--- src/rtl/shifter_pkg.sv ---
// Shared definitions for the iterative shift unit: FSM state encoding and
// shift-direction constants used by iter_shifter and shift_step.
package shifter_pkg;

    typedef enum logic [1:0] {
        IDLE  = 2'd0,
        SHIFT = 2'd1,
        DONE  = 2'd2
    } state_t;

    localparam logic DIR_LEFT  = 1'b0;
    localparam logic DIR_RIGHT = 1'b1;

endpackage

--- src/rtl/shift_step.sv ---
// Combinational single-step shifter: moves i_data by STEP bit positions in
// the requested direction, with zero or sign fill on right shifts.
module shift_step
    import shifter_pkg::*;
#(
    parameter int DATA_WIDTH = 32,
    parameter int STEP       = 1
) (
    input  logic [DATA_WIDTH-1:0] i_data,
    input  logic                  i_dir,
    input  logic                  i_arith,
    output logic [DATA_WIDTH-1:0] o_data
);

    logic signed [DATA_WIDTH-1:0] w_sdata;

    assign w_sdata = i_data;

    // Select left, logical-right or arithmetic-right shift by STEP
    always_comb begin
        o_data = i_data;
        if (i_dir == DIR_LEFT) begin
            o_data = i_data << STEP;
        end else if (i_arith) begin
            o_data = w_sdata >>> STEP;
        end else begin
            o_data = i_data >> STEP;
        end
    end

endmodule

--- src/rtl/iter_shifter.sv ---
// Multi-cycle iterative shifter with start/busy/done handshake.
// Shifts one bit per clock; defining ITER_SHIFTER_STEP4_EN adds a 4-bit step
// used while at least 4 positions remain.
module iter_shifter
    import shifter_pkg::*;
#(
    parameter int DATA_WIDTH  = 32,
    parameter int SHAMT_WIDTH = $clog2(DATA_WIDTH)
) (
    input  logic                   clk,
    input  logic                   rst,
    input  logic                   start,
    input  logic                   dir,
    input  logic                   arith,
    input  logic [SHAMT_WIDTH-1:0] shamt,
    input  logic [DATA_WIDTH-1:0]  din,
    output logic                   busy,
    output logic                   done,
    output logic [DATA_WIDTH-1:0]  dout
);

    // Count is wide enough to hold DATA_WIDTH itself (clamped amounts on
    // non-power-of-2 widths) and the constant 4 used by the wide step.
    localparam int CW_RAW = $clog2(DATA_WIDTH + 1);
    localparam int CW     = (CW_RAW < 3) ? 3 : CW_RAW;
    localparam logic [CW-1:0] W_CNT = CW'(DATA_WIDTH);

    state_t                r_state;
    logic [DATA_WIDTH-1:0] r_dout;
    logic [CW-1:0]         r_count;
    logic                  r_dir;
    logic                  r_arith;
    logic                  r_busy;
    logic                  r_done;

    logic [CW-1:0]         w_shamt_ext;
    logic [CW-1:0]         w_start_cnt;
    logic [DATA_WIDTH-1:0] w_step1;
    logic [DATA_WIDTH-1:0] w_next_data;
    logic [CW-1:0]         w_next_count;

    assign w_shamt_ext = CW'(shamt);
    assign w_start_cnt = (w_shamt_ext >= W_CNT) ? W_CNT : w_shamt_ext;

    shift_step #(
        .DATA_WIDTH (DATA_WIDTH),
        .STEP       (1)
    ) u_step1 (
        .i_data  (r_dout),
        .i_dir   (r_dir),
        .i_arith (r_arith),
        .o_data  (w_step1)
    );

`ifdef ITER_SHIFTER_STEP4_EN
    logic [DATA_WIDTH-1:0] w_step4;
    logic                  w_use4;

    shift_step #(
        .DATA_WIDTH (DATA_WIDTH),
        .STEP       (4)
    ) u_step4 (
        .i_data  (r_dout),
        .i_dir   (r_dir),
        .i_arith (r_arith),
        .o_data  (w_step4)
    );

    assign w_use4       = (r_count >= CW'(4));
    assign w_next_data  = w_use4 ? w_step4 : w_step1;
    assign w_next_count = r_count - (w_use4 ? CW'(4) : CW'(1));
`else
    assign w_next_data  = w_step1;
    assign w_next_count = r_count - CW'(1);
`endif

    // Control FSM with registered busy/done and the result/operand registers
    always_ff @(posedge clk or posedge rst) begin
        if (rst) begin
            r_state <= IDLE;
            r_dout  <= '0;
            r_count <= '0;
            r_dir   <= 1'b0;
            r_arith <= 1'b0;
            r_busy  <= 1'b0;
            r_done  <= 1'b0;
        end else begin
            case (r_state)
                IDLE, DONE: begin
                    if (start) begin
                        r_dout  <= din;
                        r_dir   <= dir;
                        r_arith <= arith;
                        r_count <= w_start_cnt;
                        if (w_start_cnt == '0) begin
                            r_state <= DONE;
                            r_busy  <= 1'b0;
                            r_done  <= 1'b1;
                        end else begin
                            r_state <= SHIFT;
                            r_busy  <= 1'b1;
                            r_done  <= 1'b0;
                        end
                    end else begin
                        r_state <= IDLE;
                        r_busy  <= 1'b0;
                        r_done  <= 1'b0;
                    end
                end
                SHIFT: begin
                    r_dout  <= w_next_data;
                    r_count <= w_next_count;
                    if (w_next_count == '0) begin
                        r_state <= DONE;
                        r_busy  <= 1'b0;
                        r_done  <= 1'b1;
                    end
                end
                default: begin
                    r_state <= IDLE;
                    r_busy  <= 1'b0;
                    r_done  <= 1'b0;
                end
            endcase
        end
    end

    assign busy = r_busy;
    assign done = r_done;
    assign dout = r_dout;

endmodule
--- config.mk ---
export PLATFORM = sky130hd
export DESIGN_NAME = iter_shifter
export DESIGN_NICKNAME = d
export VERILOG_FILES = /design/src/rtl/shifter_pkg.sv /design/src/rtl/shift_step.sv /design/src/rtl/iter_shifter.sv
export SDC_FILE = /design/constraint.sdc
export NUM_CORES = 1
export LEC_CHECK = 0
export CORE_UTILIZATION = 48
export CTS_BUF_LIST = sky130_fd_sc_hd__clkbuf_8
export CTS_CLUSTER_SIZE = 25
export DETAILED_ROUTE_END_ITERATION = 12
export GPL_TIMING_DRIVEN = 0
export PLACE_DENSITY = 0.9
export SLEW_MARGIN = 25
export SYNTH_ARGS = -nofsm -noshare
export SYNTH_HDL_FRONTEND = slang
export SYNTH_SLANG_ARGS = --single-unit
--- constraint.sdc ---
create_clock -name clk -period 2.1 [get_ports clk]
set_clock_uncertainty 0.1 [all_clocks]
set_input_delay 0.315 -clock clk [delete_from_list [all_inputs] [get_ports clk]]
set_output_delay 0.315 -clock clk [all_outputs]
set_load 0.005 [all_outputs]
Word level (Yosys, flattened, before mapping)

Cells that the tools add are included.

Add/sub/neg operators: 1
Magnitude comparators: 1
Eq/ne operators: 5
Muxes and demuxes: 19
Reductions and logical operators: 8

Operators with widths:

| operator              | count |
|---|---|
| $mux W32              | 3 |
| $pmux W32 S2          | 1 |
| $logic_not A6 Y1      | 2 |
| $mux W6               | 2 |
| $pmux W6 S2           | 1 |
| $ge A5 B6 Y1 const B  | 1 |
| $mux W1               | 6 |
| $mux W2               | 3 |
| $sub A6 B1 Y6 const B | 1 |
| $ne A2 B2 Y1 const B  | 2 |
| $pmux W1 S2           | 2 |
| $pmux W2 S2           | 1 |
| $reduce_and A2 Y1     | 2 |
| $ne A3 B3 Y1 const B  | 1 |
| $reduce_and A3 Y1     | 1 |
| $eq A2 B1 Y1 const B  | 1 |
| $eq A2 B2 Y1 const B  | 1 |
| $logic_not A2 Y1      | 1 |
| $reduce_bool A2 Y1    | 1 |
| $reduce_or A2 Y1      | 1 |

Bits in registers: 44
Input bits: 42
Logic and storage cells: 42

Logic depth before layout (Yosys ltp)

Depth in word-level cells: 6
Gate-level depth with buffers: 5
Mapped depth without buffers: 5

Hierarchy

A second synthesis with hierarchy kept.

Cells, all modules: 281
Area, all modules: 2590.0 sq um

Modules (own cells, without submodules):

| module       | times used | cells each | area an instance (sq um) | seq. area each (sq um) |
|---|---|---|---|---|
| iter_shifter | 1          | 243        | 2068.2                   | 1076.0 |
| shift_step   | 1          | 38         | 521.8                    | 0.0 |

Worst setup path after synthesis

OpenSTA, ideal clock, no wires.

Kind: reg2reg
Start: reg r_count[0]
End: reg r_count[4]
Setup time: 0.126 ns
Arrival: 1.278 ns
Required time: 1.874 ns
Path slack: 0.596 ns
Stages on the path, launching flop included: 6
Path buffers: 0
Path through: dfrtp_1 -> inv_1 -> ha_1 -> nor3b_1 -> mux2i_1 -> a221o_1

Cells in the longest elaborated chain, start to end: 2

Ends and longest elaborated chain:

| what                     | RTL line            | text |
|---|---|---|
| start: declaration       | iter_shifter.sv:30  | `logic [CW-1:0] r_count;` |
| start signal: assignment | iter_shifter.sv:94  | `r_count <= w_start_cnt;` |
| start signal: assignment | iter_shifter.sv:112 | `r_count <= w_next_count;` |
| $sub A6 B1 Y6            | iter_shifter.sv:74  | `assign w_next_count = r_count - CW'(1);` |
| $pmux W6 S2              | iter_shifter.sv:88  | `case (r_state)` |

No other way between the ends.
A chain may end at the register's enable or synchronous reset.

Worst setup path after layout

Same ends and word-level chain as after synthesis.

==> summary.txt <==
Clock tree
  • Clk Latency, worst-skew pair: 300 ps
  • Clk sink count: 43
  • Clk slew on worst S/H paths: around 90 ps
  • H-tree lvl count: 2
  • CTS resizes: 0
  • CTS max path bufs: 2
  • TritonCTS Buffers: 5
  • CTS Hold Bufs: 0
  • CTS tree: yes
  • # Post-CTS Setup Buffers: 0
  • CTS root buf: clkbuf_8

Floorplanning
  • CORE AREA: 4820 µm²
  • Chip height: 73.4 µm
  • Top Ports: between 70 and 80
  • Die W: 73.4 µm
  • Die footprint: approximately 5400 µm²
  • Initial Utilization: 50.9%
  • Rows: 25

Synth
  • EDFF count, synth: 0
  • Register bit total from synthesis: 43
  • Area leader, netlist: dfrtp_1
  • Count leader, synth: nand2_1
  • Synth cell types: 38
  • Share of the synthesized area in the top cell type: between 40% and 50%
  • Synth top area cells: dfrtp_1 (44%), nand2_1 (11%), a211oi_1 (9.2%), a31oi_1 (7.9%), nor2b_1 (7.9%)
  • Cell area after synthesis: 2450 µm²
  • FFs w/ async S/R, synth: 100%
  • Main synth FF type: dfrtp_1
  • Synth Net Count: 325
  • Post-Synthesis Cells: 281
  • Most common library cells after synthesis: nand2_1 (70), dfrtp_1 (43), a31oi_1 (31), nor2b_1 (31), a211oi_1 (30)
  • Ys Warns: 0
  • Synthesized area per cell: 8.72 µm²
  • Seq/Total Area, Yosys: 43.9%

STA
  • Final setup viols: 0
  • Max-Slew Margin vs Limit: 67.7%
  • RSZ-0062 raised after global routing: false
  • WHS: 170 ps
  • Post-route setup TNS: 0 ps
  • Slew @ Worst Pin: 484 ps
  • Final worst path period share: 79.5%
  • Fmax: 599 MHz
  • Slew Limit Fails: 0
  • Setup ws final: between 400 and 500 ps
  • Final hold violations: 0
  • Post-layout min period: 1670 ps

Flow run
  • Max Cap Viol: 0

Finish
  • Nets@finish: 408
  • Final Instance Count excl. Fillers: 432
  • Post-layout util: 71.0%
  • Ant. Diodes: 0
  • Share of post-route cells with drive strength above 1: 9.04%
  • Area delta synth->final: 39.7%
  • Post-route cell area: 3420 µm²

Outcome
  • Status: complete, no violations

Power and ir drop
  • Sw Share: 40.6%
  • Logic pwr share: 56.5%
  • VDD IR max: 632 µV
  • Internal: 3.22 mW
  • Pwr dens: approximately 1600 nW/µm²
  • Clock share of power: 12.6%
  • Design Power: 5.43 mW
  • Leak: 1.43 nW
  • Sw Pwr: between 2 and 2.5 mW
  • Sequential share of power: 30.9%

Critical path
  • Worst EP required: 2180 ps
  • Worst-path fanout max: 6
  • Arr. time, crit path: 1750 ps
  • R2R Setup Slk: 430 ps
  • Worst setup EP type: flop
  • Crit-path leading delay family: flip-flops
  • Stages on worst setup path: 5
  • Crit-path slowest cell: dfrtp_1
  • Worst r2r path cells: 5
  • CP cell instances: inv_1 -> ha_1 -> nor3b_1 -> mux2i_1 -> a221o_1
  • CP startpoint kind: flop
  • Crit path largest cell delay: 440 ps
  • Worst Path Buf+Inv: 1
  • Critical path class: flop to flop

Route
  • Vias per inst: approximately 5.6
  • DRT Wirelength: 6460 µm
  • Initial DRC count: 175
  • Post-DRT Antenna Nets: 0
  • DRC viols: 0
  • Per-cell routed wire length: 14.9 µm
  • Vias: 2403
  • DRT Pass-1 Iters: 4

Global route
  • Vias in the first global route: approximately 2300
  • First-pass GRT wire length: 10600 µm
  • Initial antenna violation count: 0
  • Pin count of the biggest net entering global routing: 32
  • GR Util All Layers: 25.5%
  • GRT overflow: 0

Placed design
  • Placed cells: roughly 420
  • Area post-placement: between 3000 and 4000 µm²
  • RePlAce Congestion: 0.841
  • Port bufs: 75
  • Setup WS pre-CTS: 244 ps
  • Final HPWL DP: between 4000 and 5000 µm

Hold path
  • Path category of the worst min-delay check: input pin to async pin
-- layout by cell type (no fill, tap or decap), types with 2 or more instances in the layout --
| cell type | n |
|---|---|
| a211oi_1 | 30 |
| a21oi_1 | 4 |
| a221o_1 | 3 |
| a31oi_1 | 31 |
| buf_2 | 13 |
| buf_4 | 7 |
| clkbuf_1 | 4 |
| clkbuf_8 | 6 |
| clkdlybuf4s50_1 | 75 |
| dfrtp_1 | 43 |
| ha_1 | 2 |
| inv_1 | 4 |
| mux2i_1 | 4 |
| nand2_1 | 70 |
| nand2b_1 | 2 |
| nand3_1 | 3 |
| nor2_1 | 5 |
| nor2b_1 | 31 |
| nor3_1 | 2 |
| o211ai_1 | 2 |
-- state kept, by name, summed over array words and instances, names as in the netlist --
name	flops
r_arith	1
r_state	2
r_count	6
dout	32
busy	1
r_dir	1
-- cell type report --
cell class | count | area [µm²]
Tap cell | 67 | 83.8
Timing Repair Buffer | 76 | 771
Buffer | 25 | 136
Clock inverter | 2 | 35.0
Multi-Input combinational cell | 208 | 1220
Clock buffer | 6 | 82.6
Inverter | 5 | 18.8
Sequential cell | 43 | 1080
Fill cell | 399 | 1400
-- power groups by stage --
stage               clock, mW  sequential (mW)  combinational, mW
floorplan                   0             1.60               1.96
global placement            0             1.66               2.94
detailed placement          0             1.67               3.06
CTS                     0.697             1.67               3.07
global route            0.727             1.72               3.41
finish                  0.684             1.68               3.07
-- layer usage --
metal | GRT usage, % | vias to the layer above | part of all wire [%]
met3 | 4.80 | 7 | 4.8
met5 | 0 | - | 0
met2 | 42.1 | 83 | 49
met1 | 34.1 | 1149 | 45
li1 | - | 1164 | -
met4 | 7.48 | 0 | 1.3
-- worst reg2reg max path: cells and delay by family (launching register included) --
family / cells / cell delay [ps]
DFF: 1 / 440
adders and majority gates: 1 / 230
AOI/OAI and AO/OA: 1 / 300
and+or+nand+nor: 1 / 290
buffers and inverters: 1 / 80
muxes: 1 / 120
-- kinds of logic (layout without fill, tap and decap cells) --
family	after synthesis	after routing	synth area share, %
simple gates	123	123	24.4
compound gates	77	77	22.0
flops	43	43	43.9
buf+inv	30	114	6.33
mux	4	4	1.63
fa+ha+maj	2	2	1.02
xor+xnor	2	2	0.715
-- path summary, 6_finish.rpt --
path	startpoint	to
max in group asynchronous	rst	dout[27]
hold / removal	rst	dout[15]
setup / recovery	r_count[0]	r_count[4]
setup reg to reg	r_count[0]	r_count[4]
hold reg to reg	r_arith	r_arith
min in group clk	r_arith	r_arith
(Power assumes the default switching activity.)
==> edit: new RTL, same settings <==
`DATA_WIDTH` is set to 32 in 2 places; all go to 128.
--- a/src/rtl/shift_step.sv
+++ b/src/rtl/shift_step.sv
@@ -4,5 +4,5 @@
     import shifter_pkg::*;
 #(
-    parameter int DATA_WIDTH = 32,
+    parameter int DATA_WIDTH = 128,
     parameter int STEP       = 1
 ) (
--- a/src/rtl/iter_shifter.sv
+++ b/src/rtl/iter_shifter.sv
@@ -5,5 +5,5 @@
     import shifter_pkg::*;
 #(
-    parameter int DATA_WIDTH  = 32,
+    parameter int DATA_WIDTH  = 128,
     parameter int SHAMT_WIDTH = $clog2(DATA_WIDTH)
 ) (
Ports: changed (resized din, dout and shamt); port bits go from 76 to 270. The function was not compared with the original's and may differ.
==> edit against the unedited design <==
  * Synthesized area rose to 3.2 times the old value
  * Routed wire length grew to 4.2 times the old value
  * Final area grew to 3.3 times the old value
  * Total power rose to 3.6 times the old value
  * Via count grew to 3.6 times the old value
  * Worst setup slack worse by 0.35 ns
  * Core utilization rose by 0.55 points
  * Sequential cell count up 98
==> edit: results (changes against the unedited design) <==
| Metric | Value |
|---|---|
| Critical path's slowest cell | `or4_4` |
| Max reg flops | `128 (+300%)` |
| Post-Place Worst Slack | `-0.518 ns (-0.763 ns)` |
| Routed WL per cell | `18.6 µm (+24%)` |
| Syn Area/Cell | `8.32 µm² (-4.6%)` |
| Multi-In Gates | `703 (+240%)` |
| Reg area | `3530 µm² (+230%)` |
| Met3 Track Usage GR | `6.07% (+1.3 points)` |
| Global Route Usage Sum | `32.1% (+6.6 points)` |
| Clock Sink Count | `141 (+230%)` |
| Crit-path max cell delay | `0.61 ns (+0.17 ns)` |
| CTS H-tree depth | `4 (+2)` |
| Met2 WL | `13.2 mm (+320%)` |
| First-pass GRT wire length | `41.9 mm (+300%)` |
| P_leak | `4.58 nW (+220%)` |
| GR Layer Usage met1 | `41.3% (+7.2 points)` |
| CTS Buf Count | `17 (+12)` |
| DP HPWL | `19.3 mm (+320%)` |
| Synth cell types | `36 (-5.3%)` |
| Peak VDD IR | `0.898 mV (+42%)` |
| Worst Path Arrival | `2.29 ns (+0.54 ns)` |
| Routed wl met3 | `1.93 mm (+530%)` |
| Skew-Pair Late Insertion Delay | `0.45 ns (+0.15 ns)` |
| Outcome | `finished clean` |
| Nonclk buf count | `362 (+260%)` |
| Fraction of area in multi-input gates | `34.6% (-0.98 points)` |
| Max Clock Freq | `0.495 GHz (-17%)` |
| Commonest cells post-synth | `271 x nand2_1, 141 x dfrtp_1, 130 x nor2b_1, 127 x a211oi_1, 127 x a31oi_1` |
| Layout cells sized above 1 | `6.92% (-2.1 points)` |
| Layout non-clock buf frac | `28.0% (+1.5 points)` |
| Syn nets | `1079 (+230%)` |
| Clock buf count | `18 (+12)` |
| Vias in the first global route | `8051 (+260%)` |
| PortBufs | `269 (+260%)` |
| Clk tree area frac | `3.72% (+0.28 points)` |
| Max_slew headroom | `63.2% (-4.5 points)` |
| Met2 Use GR | `52.6% (+10 points)` |
| Met1 Routed Length | `10.9 mm (+280%)` |
| DRT iter0 DRCs | `890 (+410%)` |
| Critical path fanouts, max | `7 (+1)` |
| Post-CTS sizing | `13 (+13)` |
| Via density | `5.89 (+5.9%)` |
| Fin cells | `1459 (+240%)` |
| R2r startpoint | `r_count[2]` |
## edit: cell types whose count changed after synthesis, moves of 70 or more
cell / unedited run / this run
nor2b_1: 31 / 130
clkbuf_1: 4 / 74
dfrtp_1: 43 / 141
nand2_1: 70 / 271
a211oi_1: 30 / 127
a31oi_1: 31 / 127
## edit: power by group
part / switching (W) / internal (W)
logic: 0.00559 / 0.00553
registers: 0.00163 / 0.00424
clock network: 0.00109 / 0.00131
## edit: cell families after synthesis
kind of cell	share of synthesized area, %
DFF	45.3
AOI/OAI and AO/OA	24.7
adders and majority gates	0.321
buffers and inverters	4.53
and+or+nand+nor	25.0
xor gates and xnor gates	0.112
muxes	0.128
## edit: per-stage QoR
stage	hold WS, ns	instance area (µm²)	util, %	power [W]
global placement	0.358	10800	67.7	0.0161
finish	0.0808	11400	71.6	0.0194
detailed placement	0.372	10900	68.4	0.0166
CTS	0.0792	11300	71.2	0.0191
global route	0.0853	11400	71.6	0.0207
floorplan	0.320	7790	-	0.0116
